File: config.mk
export PLATFORM = sky130hd
export DESIGN_NAME = uart_tx
export DESIGN_NICKNAME = d
export VERILOG_FILES = /design/src/rtl/uart_tx_pkg.sv /design/src/rtl/uart_tx.sv
export SDC_FILE = /design/constraint.sdc
export NUM_CORES = 1
export LEC_CHECK = 0
export CORE_ASPECT_RATIO = 1.1
export CORE_MARGIN = 1.5
export CORE_UTILIZATION = 52
export CTS_BUF_LIST = sky130_fd_sc_hd__clkbuf_8
export DETAILED_ROUTE_END_ITERATION = 8
export PLACE_DENSITY = 0.77
export RECOVER_POWER = 50
export SYNTH_ARGS = -nofsm -noshare
export SYNTH_HDL_FRONTEND = slang
export SYNTH_SLANG_ARGS = --single-unit
File: constraint.sdc
create_clock -name clk -period 2 [get_ports clk]
set_input_delay 0.4 -clock clk [delete_from_list [all_inputs] [get_ports clk]]
set_output_delay 0.4 -clock clk [all_outputs]
set_load 0.05 [all_outputs]
File: src/rtl/uart_tx_pkg.sv
// Shared definitions for the UART transmit path.
//   tx_state_e   : frame sequencer states
//   PAR_*        : parity mode encodings for the PARITY parameter
//   parity_bit() : parity of a data word, zero-padded to MAX_DATABITS
package uart_tx_pkg;

  typedef enum logic [2:0] {
    ST_IDLE   = 3'd0,
    ST_START  = 3'd1,
    ST_DATA   = 3'd2,
    ST_PARITY = 3'd3,
    ST_STOP   = 3'd4
  } tx_state_e;

  localparam int PAR_NONE = 0;
  localparam int PAR_ODD  = 1;
  localparam int PAR_EVEN = 2;

  localparam int MAX_DATABITS = 9;

  // Zero padding does not change the XOR, so narrower words can be passed
  // in after a width cast.
  function automatic logic parity_bit(input logic [MAX_DATABITS-1:0] d, input int mode);
    return (mode == PAR_ODD) ? ~(^d) : (^d);
  endfunction

endpackage

File: src/rtl/uart_tx.sv
// UART transmit serializer. Accepts one word over valid/ready while idle and
// shifts it out LSB-first: start bit, DATABITS data bits, optional parity,
// STOPBITS stop bits. Bit timing comes from an external oversample tick.
//
// Ports:
//   clk    in   system clock
//   rst    in   synchronous active-high reset
//   tick   in   one-clk pulse at OVERSAMPLE x baud
//   data   in   word to send, sampled only on accept
//   valid  in   data is valid
//   ready  out  high only while idle
//   tx     out  registered serial line, idles high
//   busy   out  frame in progress (!ready)
//
// States:
//   ST_IDLE   | line high, waiting for valid
//   ST_START  | start bit (0)
//   ST_DATA   | data bits, LSB first from shift register bit 0
//   ST_PARITY | parity bit
//   ST_STOP   | stop bit(s), line high
module uart_tx
  import uart_tx_pkg::*;
#(
  parameter int DATABITS   = 8,
  parameter int OVERSAMPLE = 16,
  parameter int PARITY     = 0,
  parameter int STOPBITS   = 1
) (
  input  logic                clk,
  input  logic                rst,
  input  logic                tick,
  input  logic [DATABITS-1:0] data,
  input  logic                valid,
  output logic                ready,
  output logic                tx,
  output logic                busy
);

  if (DATABITS < 5 || DATABITS > MAX_DATABITS) begin : g_bad_databits
    $error("uart_tx: DATABITS must be in 5..9");
  end
  if (OVERSAMPLE < 2) begin : g_bad_oversample
    $error("uart_tx: OVERSAMPLE must be at least 2");
  end
  if (PARITY < PAR_NONE || PARITY > PAR_EVEN) begin : g_bad_parity
    $error("uart_tx: PARITY must be 0, 1 or 2");
  end
  if (STOPBITS < 1 || STOPBITS > 2) begin : g_bad_stopbits
    $error("uart_tx: STOPBITS must be 1 or 2");
  end

  localparam int CW = $clog2(OVERSAMPLE);
  localparam int IW = $clog2(DATABITS);

  localparam logic [CW-1:0] TICK_LAST = CW'(OVERSAMPLE - 1);
  localparam logic [IW-1:0] DATA_LAST = IW'(DATABITS - 1);
  localparam logic [IW-1:0] STOP_LAST = IW'(STOPBITS - 1);

  tx_state_e         state_q, state_d;
  logic [CW-1:0]     cnt_q, cnt_d;
  logic [IW-1:0]     idx_q, idx_d;
  logic [DATABITS-1:0] shreg_q, shreg_d;
  logic              par_q, par_d;
  logic              tx_q, tx_d;
  logic              bit_end;

  assign bit_end = tick && (cnt_q == TICK_LAST);

  always_ff @(posedge clk) begin
    if (rst) begin
      state_q <= ST_IDLE;
      cnt_q   <= '0;
      idx_q   <= '0;
      shreg_q <= '0;
      par_q   <= 1'b0;
      tx_q    <= 1'b1;
    end else begin
      state_q <= state_d;
      cnt_q   <= cnt_d;
      idx_q   <= idx_d;
      shreg_q <= shreg_d;
      par_q   <= par_d;
      tx_q    <= tx_d;
    end
  end

  always_comb begin
    state_d = state_q;
    cnt_d   = cnt_q;
    idx_d   = idx_q;
    shreg_d = shreg_q;
    par_d   = par_q;

    // Ticks only advance an active frame; a tick coincident with accept is
    // dropped because the sequencer is still idle in that cycle.
    if (state_q != ST_IDLE && tick) begin
      cnt_d = bit_end ? '0 : cnt_q + 1'b1;
    end

    case (state_q)
      ST_IDLE: begin
        if (valid) begin
          state_d = ST_START;
          shreg_d = data;
          par_d   = parity_bit(MAX_DATABITS'(data), PARITY);
          cnt_d   = '0;
          idx_d   = '0;
        end
      end
      ST_START: begin
        if (bit_end) state_d = ST_DATA;
      end
      ST_DATA: begin
        if (bit_end) begin
          shreg_d = shreg_q >> 1;
          if (idx_q == DATA_LAST) begin
            idx_d   = '0;
            state_d = (PARITY != PAR_NONE) ? ST_PARITY : ST_STOP;
          end else begin
            idx_d = idx_q + 1'b1;
          end
        end
      end
      ST_PARITY: begin
        if (bit_end) state_d = ST_STOP;
      end
      ST_STOP: begin
        // idx is reused to count stop bits
        if (bit_end) begin
          if (idx_q == STOP_LAST) begin
            idx_d   = '0;
            state_d = ST_IDLE;
          end else begin
            idx_d = idx_q + 1'b1;
          end
        end
      end
      default: state_d = ST_IDLE;
    endcase
  end

  // The line is driven from the current state, so each bit appears on tx
  // one clk after the edge that entered it.
  always_comb begin
    tx_d = 1'b1;
    case (state_q)
      ST_IDLE:   tx_d = 1'b1;
      ST_START:  tx_d = 1'b0;
      ST_DATA:   tx_d = shreg_q[0];
      ST_PARITY: tx_d = par_q;
      ST_STOP:   tx_d = 1'b1;
      default:   tx_d = 1'b1;
    endcase
  end

  assign tx    = tx_q;
  assign ready = (state_q == ST_IDLE);
  assign busy  = ~ready;

endmodule

# After elaboration in Yosys (flattened, before gate mapping)
# Cells that the tools add are included.
# Widths: inputs -> output; s select.
dict set report classes {
  n_mux 22
  bitwise_logic 1
  reduce_logical 12
  add_sub_neg 2
  eq_ne 13
}
# cell count
set op_table {}
lappend op_table {{$mux 3} 12}
lappend op_table {{$mux 4} 4}
lappend op_table {{$mux 8} 2}
lappend op_table {{$pmux 8 s2} 1}
lappend op_table {{$pmux 3 s5} 1}
lappend op_table {{$ne 2x2->1 const B} 7}
lappend op_table {{$pmux 3 s3} 1}
lappend op_table {{$reduce_xor 9->1} 1}
lappend op_table {{$reduce_and 7->1} 1}
lappend op_table {{$eq 3x2->1 const B} 2}
lappend op_table {{$eq 3x3->1 const B} 2}
lappend op_table {{$logic_not 3->1} 2}
lappend op_table {{$reduce_bool 3->1} 2}
lappend op_table {{$add 4x1->4 const B} 1}
lappend op_table {{$eq 4x4->1 const B} 1}
lappend op_table {{$reduce_and 4->1} 1}
lappend op_table {{$add 3x1->3 const B} 1}
lappend op_table {{$eq 3x1->1 const B} 1}
lappend op_table {{$pmux 1 s3} 1}
lappend op_table {{$reduce_and 3->1} 1}
lappend op_table {{$logic_and 1x1->1} 2}
lappend op_table {{$reduce_and 2->1} 1}
lappend op_table {{$reduce_bool 2->1} 1}
lappend op_table {{$not 1->1} 1}
dict set report totals {
  inputBits 12
  wordCells 56
  out_inout_bits 3
  register_bits 20
}

# Depth between registers and ports, before layout
dict set report logic_depth {
  word_depth 6
  depth_mapped 6
  ltp_nobuf 6
}

# Least setup slack after synthesis
# OpenSTA, ideal clock, no wires.
dict set report synth_timing {
  kind {reg2reg}
  startpoint {reg state_q[2]}
  endpoint {reg idx_q[0]}
  path_buffers 1
  arrival_time_ns 1.642
  required_ns 1.932
  setup_ns 0.068
  path_stages_with_launch 7
  period_less_slack_ns 1.710
  path_slack_ns 0.290
  path_cell_list {dfxtp_1 > buf_6 > or3_4 > clkinv_4 > nand2_4 > a2111o_1 > a21oi_2}
}
dict set report synth_via {
  elab_chain_len 3
  word_cells_on_any_way 9
  classes_between {eq/ne (5); mux (1); reduce/logical (3)}
}
# item line_no
set synth_rtl {}
lappend synth_rtl {{start: declaration} uart_tx.sv:59} ;# tx_state_e state_q, state_d;
lappend synth_rtl {{start signal: assignment} uart_tx.sv:78} ;# state_q <= state_d;
lappend synth_rtl {{$logic_not 3->1 (*)} --}
lappend synth_rtl {{via ready} uart_tx.sv:34} ;# output logic ready,
lappend synth_rtl {{$ne 2x2->1 (no source line) / $reduce_bool 3->1 (equally long branches)} --}
lappend synth_rtl {{$reduce_and 4->1 (no source line)} --}
lappend synth_rtl {{end signal: assignment} uart_tx.sv:80} ;# idx_q <= idx_d;
lappend synth_rtl {{end: declaration} uart_tx.sv:61} ;# logic [IW-1:0] idx_q, idx_d;
# The timed path passes the listed nets; every way through them passes the cells marked *.
# A chain may end at the register's enable or synchronous reset.

# Final worst setup path
dict set report layout_timing {
  startpoint {reg tx_q (netlist: tx)}
  endpoint {out tx}
}
# item line_no
set layout_lines {}
lappend layout_lines {{start: declaration} uart_tx.sv:64} ;# logic tx_q, tx_d;
lappend layout_lines {{start signal: assignment} uart_tx.sv:83} ;# tx_q <= tx_d;
lappend layout_lines {{end: declaration} uart_tx.sv:35} ;# output logic tx,
# No word-level cell between the ends.

==> results.json <==
{
  "status": "finished clean",
  "crit_path_max_incr_delay_ns": 0.80,
  "yosysUniqueCellTypes": 40,
  "synthArstFlopShare": 0,
  "ys_top_cells_by_count": "20 x dfxtp_1, 14 x nor2_1, 11 x nand2_1, 11 x o21ai_0, 8 x a21oi_1",
  "cts_buffers": 3,
  "yosysWarnings": 0,
  "first_global_vias": 945,
  "wire_per_inst_um": 13.4,
  "syn_avg_cell_area_um2": 8.78,
  "layout-drive-gt1-share": 0.152,
  "postRouteAntennaNets": 0,
  "fin_crit_sh": 0.878,
  "netlist.area_leader.share": 0.343,
  "swShare": 0.251,
  "cp_cell_sequence": "clkdlybuf4s50_1",
  "fin_nets": 168,
  "fin_util": 0.686,
  "tritoncts": "done",
  "rsz0062_at_grt": "no",
  "worstPathMaxFanout": 1,
  "grt_overflow_total": 0,
  "synth_ff_type": "dfxtp_1",
  "core_area_um2": 2060,
  "hold_buffers": 0,
  "cp-start-kind": "register",
  "cts_resized": 0,
  "worstPathArrival_ns": 1.36,
  "synth_area_leader_cell": "dfxtp_1",
  "start_util": 0.566,
  "rows": 17,
  "n_antenna_cell": 0,
  "power_frac_clock": 0.331,
  "antenna_found_initial": 0,
  "grt_pass1_wl_mm": 3.94,
  "place_congestion": 0.825,
  "fmax_mhz": 569,
  "timing.rr.end": "idx_q[0]",
  "crit_required_ns": 1.60,
  "worstSetupStartpoint": "tx",
  "cp-end-kind": "primary output",
  "io_pins": 15,
  "portBuffers": 14,
  "slew-limit-headroom": 0.667,
  "grt_max_degree": 16,
  "cts_buffer_depth": 2,
  "hold_viol_final": 0,
  "pwr_density_cell_nw_per_um2": 640,
  "postCtsSetupBuffers": 0,
  "dieWidth_um": 48.2,
  "synthCells": 133,
  "crit_family": "buffers and inverters",
  "grt_usage": 0.217,
  "firstDrtPassIters": 4,
  "synth-seq-cells": 20,
  "switching_power_mw": 0.227,
  "crit_slowest_cell": "clkdlybuf4s50_1",
  "n_fill_cell": 189,
  "syn-num-nets": 149,
  "tns_ns": 0,
  "cp.buffers_inverters": 1,
  "power.internal_mw": 0.680,
  "synth_most_common_cell": "dfxtp_1",
  "synth_area_um2": 1170,
  "drtIter0Drc": 15,
  "synth_edf_count": 0,
  "clkSinkCount": 20,
  "root_buffer": "clkbuf_8",
  "hold_path_class": "reg -> reg",
  "path_depth": 1,
  "drc_errors": 0,
  "dieHeight_um": 52.7,
  "leakage_nw": 0.474,
  "ir_drop_uv": 474,
  "r2r_cells": 4,
  "critical_path_class": "reg -> out",
  "insertion_delay_ns": 0.25,
  "vias_per_cell": 5.72,
  "place_hpwl_mm": 1.86,
  "cts_max_level": 1,
  "areaGrowthSynthToFinish_pct": 21.3,
  "maxSlewViolCount": 0,
  "setup_viol": 0,
  "vias": 1023,
  "skew_ns": 0.00662,
  "clk_pin_slew_ns": 0.07,
  "dieArea_um2": 2540,
  "fin_crit_ns": 1.76,
  "r2r_setup_slack_ns": 0.33,
  "maxCapViolCount": 0,
  "p_comb_frac": 0.190,
  "endpoint": "tx",
  "finalWirelength_mm": 2.40,
  "pwr-share-seq": 0.479,
  "ys_seq_area_frac": 0.343,
  "r2r_start": "state_q[2]",
  "synth_area_leaders": "dfxtp_1 34%, xnor2_1 5.3%, o21ai_0 4.7%",
  "worstMarginPinSlew_ns": 0.498
}
## layout make-up
cell class / instances / area (um2) / share of cell area
inverters: 6 / 27.5 / 0.0194
well taps: 28 / 35.0 / 0.0247
multi-input cells: 99 / 686 / 0.484
flip-flops and latches: 20 / 400 / 0.283
repair buffers: 22 / 213 / 0.150
clock buffers: 4 / 55.1 / 0.0389
## power by group through the flow
stage | combinational [mW] | clock, mW | sequential, mW
after floorplan | 0.111 | 0 | 0.442
after global placement | 0.171 | 0 | 0.442
after detailed placement | 0.176 | 0 | 0.443
after CTS | 0.176 | 0.305 | 0.434
after global routing | 0.188 | 0.324 | 0.436
final | 0.173 | 0.300 | 0.434
## registers in the layout, summed over array words and instances (netlist names)
name and cells:
state_q 3, par_q 1, shreg_q 8, tx 1, idx_q 3, cnt_q 4
## stage by stage
| step | worst slack, ns | power, mW | hold WS [ns] | instance area [um2] | std cells |
|---|---|---|---|---|---|
| floorplan | 0.290 | 0.554 | 0.455 | 1170 | 133 |
| global placement | 0.152 | 0.613 | 0.464 | 1370 | 175 |
| detailed placement | 0.103 | 0.619 | 0.468 | 1370 | 175 |
| CTS | 0.226 | 0.916 | 0.478 | 1420 | 179 |
| global route | 0.165 | 0.948 | 0.515 | 1420 | 179 |
| finish | 0.244 | 0.907 | 0.476 | 1420 | 179 |
## cells by family after synthesis
group,share of synthesized area
and+or+nand+nor,0.207
AOI/OAI and AO/OA,0.260
buffers and inverters,0.0697
adders and majority gates,0.0429
muxes,0.0171
xor gates and xnor gates,0.0600
DFF,0.343
## routing by layer
| layer | wire length, um | global-route usage | vias to the layer above |
|---|---|---|---|
| met1 | 1090 | 0.263 | 490 |
| li1 | - | - | 518 |
| met5 | 0 | 0 | - |
| met2 | 1240 | 0.364 | 11 |
| met4 | 25 | 0.0856 | 0 |
| met3 | 44 | 0.0379 | 4 |
## cells in the final DEF, fill, tap and decap left out, types with 2 or more instances in the layout
| cell | netlist | layout |
|---|---|---|
| clkdlybuf4s50_1 | 0 | 11 |
| o22a_1 | 2 | 2 |
| dfxtp_1 | 20 | 20 |
| a311oi_2 | 3 | 3 |
| clkbuf_1 | 4 | 2 |
| nor2_1 | 14 | 14 |
| ha_1 | 4 | 4 |
| a311oi_1 | 4 | 4 |
| xnor2_1 | 7 | 7 |
| mux2i_1 | 2 | 2 |
| or3_1 | 2 | 2 |
| nand2_1 | 11 | 11 |
| nand3_1 | 4 | 4 |
| a2111o_1 | 2 | 2 |
| o21ai_0 | 11 | 12 |
| nand2b_1 | 3 | 3 |
| a21oi_1 | 8 | 8 |
| inv_1 | 5 | 5 |
| buf_4 | 0 | 6 |
| buf_12 | 0 | 2 |
| a211oi_1 | 2 | 2 |
| clkbuf_8 | 0 | 4 |
## worst min path at each step
stage	start	end	slack [ns]	cells past startpoint
global route	shreg_q[3]	shreg_q[2]	0.52	2
global placement	shreg_q[3]	shreg_q[2]	0.46	2
finish	shreg_q[4]	shreg_q[3]	0.48	2
floorplan	shreg_q[1]	shreg_q[0]	0.46	2
detailed placement	shreg_q[4]	shreg_q[3]	0.47	2
CTS	shreg_q[4]	shreg_q[3]	0.48	2
(Power assumes the default switching activity.)
